--- src/rtl/uart_pkg.sv ---
// Shared types and constants for the UART transmit path.
package uart_pkg;

  localparam int DATA_W           = 8;
  localparam int CLKS_PER_BIT_DEF = 868;  // 100 MHz / 115200

  typedef enum logic [2:0] {
    IDLE   = 3'd0,
    START  = 3'd1,
    DATA   = 3'd2,
    STOP   = 3'd3,
    PARITY = 3'd4
  } state_t;

endpackage

--- src/rtl/sync_fifo.sv ---
// Single-clock FIFO with registered occupancy count; head word is visible on o_data.
module sync_fifo #(
  parameter int DEPTH = 4,
  parameter int WIDTH = 8
) (
  input  logic                   clk,
  input  logic                   rst,
  input  logic                   i_push,
  input  logic [WIDTH-1:0]       i_data,
  input  logic                   i_pop,
  output logic [WIDTH-1:0]       o_data,
  output logic [$clog2(DEPTH):0] o_count
);
  localparam int AW = $clog2(DEPTH);
  localparam int CW = AW + 1;

  logic [WIDTH-1:0] r_mem [DEPTH];
  logic [AW-1:0]    r_wptr, r_rptr;
  logic [CW-1:0]    r_count;
  logic             w_push, w_pop;

  // Push is refused when full even if a pop happens on the same edge.
  assign w_push  = i_push && (r_count != CW'(DEPTH));
  assign w_pop   = i_pop && (r_count != '0);
  assign o_data  = r_mem[r_rptr];
  assign o_count = r_count;

  always_ff @(posedge clk) begin
    if (w_push) r_mem[r_wptr] <= i_data;
  end

  always_ff @(posedge clk) begin
    if (rst) begin
      r_wptr  <= '0;
      r_rptr  <= '0;
      r_count <= '0;
    end else begin
      if (w_push) r_wptr <= r_wptr + 1'b1;
      if (w_pop)  r_rptr <= r_rptr + 1'b1;
      case ({w_push, w_pop})
        2'b10:   r_count <= r_count + 1'b1;
        2'b01:   r_count <= r_count - 1'b1;
        default: r_count <= r_count;
      endcase
    end
  end

endmodule

--- src/rtl/uart_tx_sched.sv ---
// Buffered 8N1 UART transmitter with back-to-back framing.
// Define UART_TX_PARITY_EN to add an even-parity bit before the stop bit.
module uart_tx_sched
  import uart_pkg::*;
#(
  parameter int CLKS_PER_BIT = CLKS_PER_BIT_DEF,
  parameter int FIFO_DEPTH   = 4
) (
  input  logic                        clk,
  input  logic                        rst,
  input  logic [DATA_W-1:0]           tx_data,
  input  logic                        tx_valid,
  output logic                        tx_ready,
  output logic                        tx,
  output logic                        busy,
  output logic [$clog2(FIFO_DEPTH):0] fifo_count
);
  localparam int          CW   = $clog2(FIFO_DEPTH) + 1;
  localparam logic [15:0] LAST = 16'(CLKS_PER_BIT - 1);

  state_t              r_state, w_state_nxt;
  logic [15:0]         r_cnt;
  logic [2:0]          r_idx, w_idx_nxt;
  logic [DATA_W-1:0]   r_shift, w_shift_nxt, w_head;
  logic                r_tx, w_tx_nxt, r_busy;
  logic                w_push, w_pop, w_cnt_clr, w_bit_done, w_has_data;
  logic [CW-1:0]       w_count_nxt;

  assign tx_ready    = (fifo_count < CW'(FIFO_DEPTH));
  assign w_push      = tx_valid && tx_ready;
  assign w_has_data  = (fifo_count != '0);
  assign w_bit_done  = (r_cnt == LAST);
  assign w_count_nxt = fifo_count + CW'(w_push) - CW'(w_pop);
  assign tx          = r_tx;
  assign busy        = r_busy;

  sync_fifo #(.DEPTH(FIFO_DEPTH), .WIDTH(DATA_W)) u_fifo (
    .clk    (clk),
    .rst    (rst),
    .i_push (w_push),
    .i_data (tx_data),
    .i_pop  (w_pop),
    .o_data (w_head),
    .o_count(fifo_count)
  );

  always_comb begin
    w_state_nxt = r_state;
    w_tx_nxt    = r_tx;
    w_idx_nxt   = r_idx;
    w_shift_nxt = r_shift;
    w_pop       = 1'b0;
    w_cnt_clr   = 1'b0;
    case (r_state)
      IDLE: begin
        w_tx_nxt = 1'b1;
        if (w_has_data) begin
          w_pop       = 1'b1;
          w_shift_nxt = w_head;
          w_state_nxt = START;
          w_tx_nxt    = 1'b0;
          w_cnt_clr   = 1'b1;
        end
      end
      START: if (w_bit_done) begin
        w_state_nxt = DATA;
        w_idx_nxt   = 3'd0;
        w_tx_nxt    = r_shift[0];
      end
      DATA: if (w_bit_done) begin
        if (r_idx == 3'(DATA_W - 1)) begin
`ifdef UART_TX_PARITY_EN
          w_state_nxt = PARITY;
          w_tx_nxt    = ^r_shift;
`else
          w_state_nxt = STOP;
          w_tx_nxt    = 1'b1;
`endif
        end else begin
          w_idx_nxt = r_idx + 3'd1;
          w_tx_nxt  = r_shift[r_idx + 3'd1];
        end
      end
`ifdef UART_TX_PARITY_EN
      PARITY: if (w_bit_done) begin
        w_state_nxt = STOP;
        w_tx_nxt    = 1'b1;
      end
`endif
      STOP: if (w_bit_done) begin
        // Chain straight into the next start bit so frames have no idle gap.
        if (w_has_data) begin
          w_pop       = 1'b1;
          w_shift_nxt = w_head;
          w_state_nxt = START;
          w_tx_nxt    = 1'b0;
          w_cnt_clr   = 1'b1;
        end else begin
          w_state_nxt = IDLE;
          w_tx_nxt    = 1'b1;
        end
      end
      default: begin
        w_state_nxt = IDLE;
        w_tx_nxt    = 1'b1;
      end
    endcase
  end

  always_ff @(posedge clk) begin
    if (rst) begin
      r_state <= IDLE;
      r_tx    <= 1'b1;
      r_idx   <= '0;
      r_shift <= '0;
      r_busy  <= 1'b0;
    end else begin
      r_state <= w_state_nxt;
      r_tx    <= w_tx_nxt;
      r_idx   <= w_idx_nxt;
      r_shift <= w_shift_nxt;
      r_busy  <= (w_state_nxt != IDLE) || (w_count_nxt != '0);
    end
  end

  always_ff @(posedge clk) begin
    if (rst || w_cnt_clr)                r_cnt <= '0;
    else if (r_state == IDLE || w_bit_done) r_cnt <= '0;
    else                                 r_cnt <= r_cnt + 16'd1;
  end

endmodule
--- config.mk ---
export PLATFORM = sky130hd
export DESIGN_NAME = uart_tx_sched
export DESIGN_NICKNAME = d
export VERILOG_FILES = /design/src/rtl/uart_pkg.sv /design/src/rtl/sync_fifo.sv /design/src/rtl/uart_tx_sched.sv
export SDC_FILE = /design/constraint.sdc
export NUM_CORES = 1
export LEC_CHECK = 0
export BUFFER_PORTS_ARGS = -buffer_cell sky130_fd_sc_hd__buf_2
export CAP_MARGIN = 20
export CORE_UTILIZATION = 50
export CTS_CLUSTER_SIZE = 40
export DETAILED_ROUTE_END_ITERATION = 6
export GPL_ROUTABILITY_DRIVEN = 0
export PLACE_DENSITY_LB_ADDON = 0.15
export SKIP_LAST_GASP = 1
export SLEW_MARGIN = 20
export SYNTH_ARGS = -nofsm -noshare
export SYNTH_HDL_FRONTEND = slang
export SYNTH_SLANG_ARGS = --single-unit
export TNS_END_PERCENT = 10
--- constraint.sdc ---
create_clock -name clk -period 4.25 [get_ports clk]
set_input_delay 0.425 -clock clk [delete_from_list [all_inputs] [get_ports clk]]
set_output_delay 0.425 -clock clk [all_outputs]
set_load 0.01 [all_outputs]
==> results of run 1 <==
synth_stat cells (2+ instances only):
master,count
and3_1,2
and4_1,2
ha_1,9
a21oi_1,8
inv_1,11
or3_1,2
edfxtp_1,32
nor2_1,38
and2_1,5
xnor2_1,12
mux2i_1,12
nand4_1,3
nand2_1,14
or2_2,2
nand3_1,8
xor2_1,10
clkbuf_1,4
fa_1,2
nor3_1,5
buf_2,2
dfxtp_1,41
mux4_2,9
nand3b_1,2
nand2b_1,3
buf_1,3
stage by stage:
stage,instance area [um2],cells,hold slack (ns),utilization [%],setup WS [ns]
2_1_floorplan,3160,260,0.430,-,1.58
3_3_place_gp,3290,341,0.445,54.8,1.33
3_5_place_dp,3290,341,0.456,54.8,1.25
4_1_cts,3470,357,0.280,58.0,1.22
5_1_grt,3470,357,0.287,58.0,0.980
6_report,3470,357,0.294,58.0,1.26
cells in the final DEF, fill, tap and decap left out, types with 2 or more instances in the layout:
cell type  instances
edfxtp_1          32
buf_2             16
xor2_1            10
a21oi_1            8
nand2_1           14
or3_1              2
nand2b_1           3
dfxtp_1           41
mux2i_1           12
and3_1             2
nand4_1            3
inv_6              2
clkbuf_8           9
mux4_2             9
or2_2              2
fa_1               2
and2_1             5
and4_1             2
inv_1             11
clkinv_4           3
nor3_1             5
nand3b_1           2
nand3_1            8
nor2_1            38
ha_1               9
xnor2_1           12
path summary, 6_finish.rpt:
check | startpoint | to | slack [ns]
max | r_cnt[0] | u_fifo.o_count[2] | 1.26
min | tx_data[3] | u_fifo.r_mem[2][3] | 0.29
max reg2reg | r_cnt[0] | u_fifo.o_count[2] | 1.26
min reg2reg | r_idx[1] | r_idx[1] | 0.46
final cells by class:
| class | count | area, um2 |
|---|---|---|
| well taps | 75 | 93.8 |
| multi-input cells | 166 | 1290 |
| repair buffers | 16 | 80.1 |
| fillers | 509 | 2520 |
| inverters | 11 | 41.3 |
| clock buffers | 9 | 124 |
| flip-flops and latches | 73 | 1780 |
| clock inverters | 7 | 62.6 |
kinds of logic after synthesis:
family                     share of synthesized area [%]
and+or+nand+nor                                     15.7
DFF                                                 56.4
xor gates and xnor gates                            6.10
muxes                                               10.6
buffers and inverters                               2.81
AOI/OAI and AO/OA                                   3.45
adders and majority gates                           4.83
other                                              0.119
where the power goes:
group / total, mW / internal [mW] / switching [mW]
clock: 0.507 / 0.223 / 0.284
sequential: 0.821 / 0.785 / 0.0360
combinational: 0.219 / 0.104 / 0.115
total: 1.55 / 1.11 / 0.435
registers in the layout, summed over array words and instances (netlist names), named ones only:
| name | cells |
|---|---|
| busy | 1 |
| r_cnt | 16 |
| r_idx | 3 |
| r_shift | 8 |
| r_state | 3 |
| tx | 1 |
| u_fifo.o_count | 3 |
| u_fifo.r_mem | 32 |
| u_fifo.r_rptr | 2 |
| u_fifo.r_wptr | 2 |
per-layer routing:
metal / vias up / routed length, um
li1: 940 / -
met1: 865 / 2610
met2: 24 / 2210
met3: 8 / 136
met4: 0 / 70
met5: - / 0
==> metrics.md, run 1 <==
| Metric | Value |
|---|---|
| Final Total Pwr | 1.55 mW |
| Nets | 299 |
| Overflow after GRT | 0 |
| Initial antenna violation count | 0 |
| Cell taking the most area after synthesis | edfxtp_1 |
| Period minus WS final | 2.99 ns |
| FP Rows | 28 |
| CP Capture Type | register |
| CTS tree | built |
| P&R area growth vs syn | 9.90% |
| Met3 GRT Util | 4.11% |
| Synthesis warning total | 0 |
| Fmax | 334 MHz |
| Synth Flop Type | dfxtp_1 |
| PwrDens | 446 mW/mm2 |
| Critical path's slowest cell | a21oi_4 |
| Status | finished, final reports clean |
| Top cell type's share of synthesized area | 30.4% |
| Clock Latency Late Sink | 0.34 ns |
| WP depth | 10 |
| DR WL/cell | 14.1 um |
| H-tree Lvls | 3 |
| Top Ports | 17 |
| Sum Neg Setup Slack | 0 ns |
| Pre-antenna DRT Iters | 4 |
| Remaining DRCs | 0 |
| # Max-Cap Violations | 0 |
| Hold Buf Count CTS | 0 |
| Total GRT Usage | 17.2% |
| CTS sink cnt | 73 |
| CP dominant cell by count | ha_1 |
| Detail Placement HPWL | 3.38 mm |
| Reg clk slew, reported paths | 0.09 ns |
| ANT nets after route | 0 |
| Antenna diodes | 0 |
| Starting Density | 52.7% |
| First-pass GRT wire length | 8.17 mm |
| Worst Tran Pin Value | 0.624 ns |
| Total Wirelength | 5.03 mm |
| Root Buffer | clkbuf_8 |
| Crit path launch type | register |
| FF+latch count, synth | 73 |
| Initial DRC count | 104 |
| Delay-heaviest family, CP | simple AND/OR/NAND/NOR gates |
| Skew final | 0.00809 ns |
| CP bufs+invs | 1 |
| Cell breakdown of the critical path | ha_1, nor3b_1, nand4_1, a21oi_4, ha_1, inv_1, fa_1, xor2_1, or3_1, a21oi_1 |
| Reg2reg path depth | 10 |
| Crit path kind | register to register |
| Post-CTS Setup Bufs | 0 |
| Hold Path Class | input port to register |
| Number of enable flip-flop cells after synthesis | 32 |
| Worst vdd ir | 0.000252 V |
| Number of port buffers | 16 |
| Post-cts resize count | 0 |
| Syn nets | 282 |
| Die area | 0.00664 mm2 |
| Leakage power | 1.23 nW |
| CTS Buf Count | 9 |
| Synth unique cells | 44 |
| Crit path arrival time | 3.27 ns |
| Final hold violations | 0 |
| Syn_area_per_cell | 12.2 um2 |
| Share of cells above drive strength 1 | 17.7% |
| Die Ht | 81.5 um |
| Setup Viol. Count Final | 0 |
| Max-slew headroom | 58.3% |
| Slowest cell delay on critical path | 0.50 ns |
| Via count | 1837 |
| Synth async-reset ratio | 0% |
| Met1 usage | 24.7% |
| M2 GR Usage | 24.3% |
| Hold Path Cell Cnt | 1 |
| Clock buffer depth | 2 |
| Data required time at the worst endpoint | 4.53 ns |
| CORE AREA | 0.00599 mm2 |
| Largest net degree at the start of global routing | 26 |
| Vias in the first global route | 1698 |
| Synth area leaders | edfxtp_1, dfxtp_1, mux4_2 |
| Top Usage Layer GRT | met1 |
| Chip width | 81.5 um |
| Vias per Instance | 5.15 |
| Sequential fraction of the synthesis area | 56.4% |
| Slew Limit Fails | 0 |
| Synth Instances | 260 |
| Crit-path max FO | 14 |
| Final worst-path cycle share | 70.4% |
| Cell area after synthesis | 0.00316 mm2 |
| RSZ-0062 raised after global routing | false |
Power figures use the tool's default switching activity.
==> run 2: changes to the inputs <==
Clock period 4.25 ns to 2.7 ns, I/O delays scaled along.
==> run 2 against run 1 <==
- via count grew 4.5%
- register-to-register slack lost 1.1 ns
- sequential power grew 57%
- sequential cell count is the same
- wire length grew 1.2%
- combinational power grew 64%
- largest power group unchanged
- largest cell class unchanged
- global-route usage grew 0.56 points
- first-iteration DRC count shrank 6.7%
- sequential share of layout area shrank 1.4 points
==> metrics.md, run 2 (same netlist as run 1, synthesis figures left out) <==
| Metric | Value |
|---|---|
| Status | finished, final reports clean |
| Total GRT Usage | 17.7% (+0.56 points) |
| Share of cells above drive strength 1 | 21.2% (+3.5 points) |
| Detail Placement HPWL | 3.49 mm (+3.3%) |
| Most frequent cells in the layout | dfxtp_1, nor2_1, edfxtp_1 |
| First-pass GRT wire length | 8.43 mm (+3.2%) |
| Crit path kind | register to register |
| Die Ht | 81.5 um (unchanged) |
| Hold Path Class | input port to register |
| FP Rows | 28 (unchanged) |
| Data required time at the worst endpoint | 2.99 ns (-1.54 ns) |
| Crit path arrival time | 2.82 ns (-0.45 ns) |
| Antenna diodes | 0 (unchanged) |
| DR WL/cell | 14.0 um (-0.52%) |
| Total Wirelength | 5.09 mm (+1.2%) |
| Largest Register | u_fifo.r_mem |
| CP dominant cell by count | ha_2 |
| Starting Density | 52.7% (unchanged) |
| Reg clk slew, reported paths | 0.08 ns (about the same) |
| FF-to-FF Start | r_cnt[0] |
| Remaining DRCs | 0 (unchanged) |
| Skew final | 0.00536 ns (-0.00273 ns) |
| Initial DRC count | 97 (-6.7%) |
| Hold Buf Count CTS | 0 (unchanged) |
| R2R Setup Slk | 0.17 ns (-1.09 ns) |
| Slowest cell delay on critical path | 0.37 ns (-0.13 ns) |
| Largest net degree at the start of global routing | 26 (unchanged) |
| Reg power frac | 49.4% (-3.6 points) |
| RSZ-0062 raised after global routing | false |
| Reg2reg path depth | 10 (unchanged) |
| CTS sink cnt | 73 (unchanged) |
| Vias in the first global route | 1758 (+3.5%) |
| Final worst-path cycle share | 93.7% (+23 points) |
| Slew Limit Fails | 0 (unchanged) |
| Die area | 0.00664 mm2 (unchanged) |
| Worst Tran Pin Value | 0.642 ns (+0.0179 ns) |
| H-tree Lvls | 3 (unchanged) |
| Commonest non-fill, non-tap cell in the layout | dfxtp_1 |
| Max-slew headroom | 57.1% (-1.2 points) |
| Max reg flops | 32 (unchanged) |
| Leakage power | 1.27 nW (+3.8%) |
| Top Ports | 17 (unchanged) |
| Storage element area | 0.00178 mm2 (+0.14%) |
| Sum Neg Setup Slack | 0 ns (unchanged) |
| CORE AREA | 0.00599 mm2 (unchanged) |
| Multi-input logic area | 0.00131 mm2 (+1.3%) |
| CTS Buf Count | 9 (unchanged) |
| Top flop regs | u_fifo.r_mem: 32 flops, r_cnt: 16 flops, r_shift: 8 flops |
| Hold Crit Start | tx_data[3] |
| CP Capture Type | register |
| Switching share of total power | 25.7% (-2.4 points) |
| Fill count | 497 (-2.4%) |
| Via count | 1919 (+4.5%) |
| Hold Path End | u_fifo.r_mem[1][3] |
| Delay-heaviest family, CP | adder cells |
| Fmax | 395 MHz (+18%) |
| Internal | 1.94 mW (+75%) |
| Root Buffer | clkbuf_8 |
| Period minus WS final | 2.53 ns (-0.461 ns) |
| Psw | 0.674 mW (+55%) |
| Vias per Instance | 5.29 (+2.7%) |
| Crit Reg-Reg Endpoint | u_fifo.o_count[2] |
| CTS tree | built |
| Number of port buffers | 16 (unchanged) |
| Final Total Pwr | 2.62 mW (+69%) |
| Hold Path Cell Cnt | 1 (unchanged) |
| Clock Latency Late Sink | 0.35 ns (about the same) |
| CP bufs+invs | 1 (unchanged) |
| ANT nets after route | 0 (unchanged) |
| P&R area growth vs syn | 13.2% |
| Clock buffer depth | 2 (unchanged) |
| # Max-Cap Violations | 0 (unchanged) |
| Crit-path max FO | 4 (-10) |
| Setup Viol. Count Final | 0 (unchanged) |
| Pre-antenna DRT Iters | 4 (unchanged) |
| Cell breakdown of the critical path | ha_2, nor3b_4, nand4_1, a21oi_4, ha_2, inv_1, fa_1, xor2_1, or3_1, a21oi_1 |
| Chip width | 81.5 um (unchanged) |
| Nets | 305 (+2.0%) |
| Final hold violations | 0 (unchanged) |
| PwrDens | 732 mW/mm2 (+64%) |
| Critical path's slowest cell | fa_1 |
| Worst vdd ir | 0.000381 V (+51%) |
| Combinational Power Share | 13.7% (-0.5 points) |
| Crit path launch type | register |
| Initial antenna violation count | 0 (unchanged) |
| Overflow after GRT | 0 (unchanged) |
| Clk pwr share | 36.9% (+4.1 points) |
-- run 2: how the worst max path moves through the flow --
| stage | from | to | depth (start not counted) |
|---|---|---|---|
| finish | r_cnt[0] | u_fifo.o_count[2] | 10 |
| detailed placement | r_cnt[0] | u_fifo.o_count[2] | 10 |
| global route | r_cnt[0] | u_fifo.o_count[2] | 10 |
| floorplan | r_cnt[0] | busy | 12 |
| global placement | r_cnt[0] | busy | 11 |
| CTS | r_cnt[0] | u_fifo.o_count[2] | 10 |
-- run 2: metal layers --
layer	vias up	share of wire (%)	GRT usage (%)
li1	962	-	-
met1	916	50	24.0
met2	31	45	25.3
met3	10	2.9	4.67
met4	0	2.1	10.9
met5	-	0	0
-- run 2: stage by stage --
step                      cell area [um2]  instances  worst slack, ns  hold WS [ns]  util [%]
after floorplan                      3160        260           0.0349         0.369         -
after global placement               3320        345            0.156         0.445      55.3
after detailed placement             3320        345           0.0283         0.451      55.3
after CTS                            3540        361           0.0182         0.107      59.1
after global routing                 3580        363           0.0235         0.122      59.7
final                                3580        363            0.171         0.130      59.7
-- run 2: power groups by stage --
| stage | clock (mW) | sequential [mW] | combinational, mW |
|---|---|---|---|
| detailed placement | 0 | 1.32 | 0.355 |
| CTS | 0.998 | 1.29 | 0.356 |
| finish | 0.966 | 1.29 | 0.360 |
| global placement | 0 | 1.32 | 0.349 |
| global route | 1.03 | 1.31 | 0.408 |
| floorplan | 0 | 1.30 | 0.274 |
-- run 2: final cells by class --
class	instances	area share, %
clock buffer	9	3.46
clock inverter	7	2.87
inverter	11	1.15
multi-input combinational	166	36.5
sequential	73	49.9
tap	75	2.62
timing repair buffer	22	3.50
-- run 2: repair_timing --
action / 4_1_cts / 5_1_grt
setup buffers: 0 / 2
endpoints found under the setup margin: 0 / 2
endpoints found under the hold margin: 0 / 0
gates resized for setup: 0 / 6
-- run 2: worst reg2reg max path, stage by stage, from the launching register on --
cell,delay [ns]
dfxtp_2,0.36
ha_2,0.21
nor3b_4,0.19
nand4_1,0.19
a21oi_4,0.25
ha_2,0.22
inv_1,0.05
fa_1,0.37
xor2_1,0.17
or3_1,0.33
a21oi_1,0.14
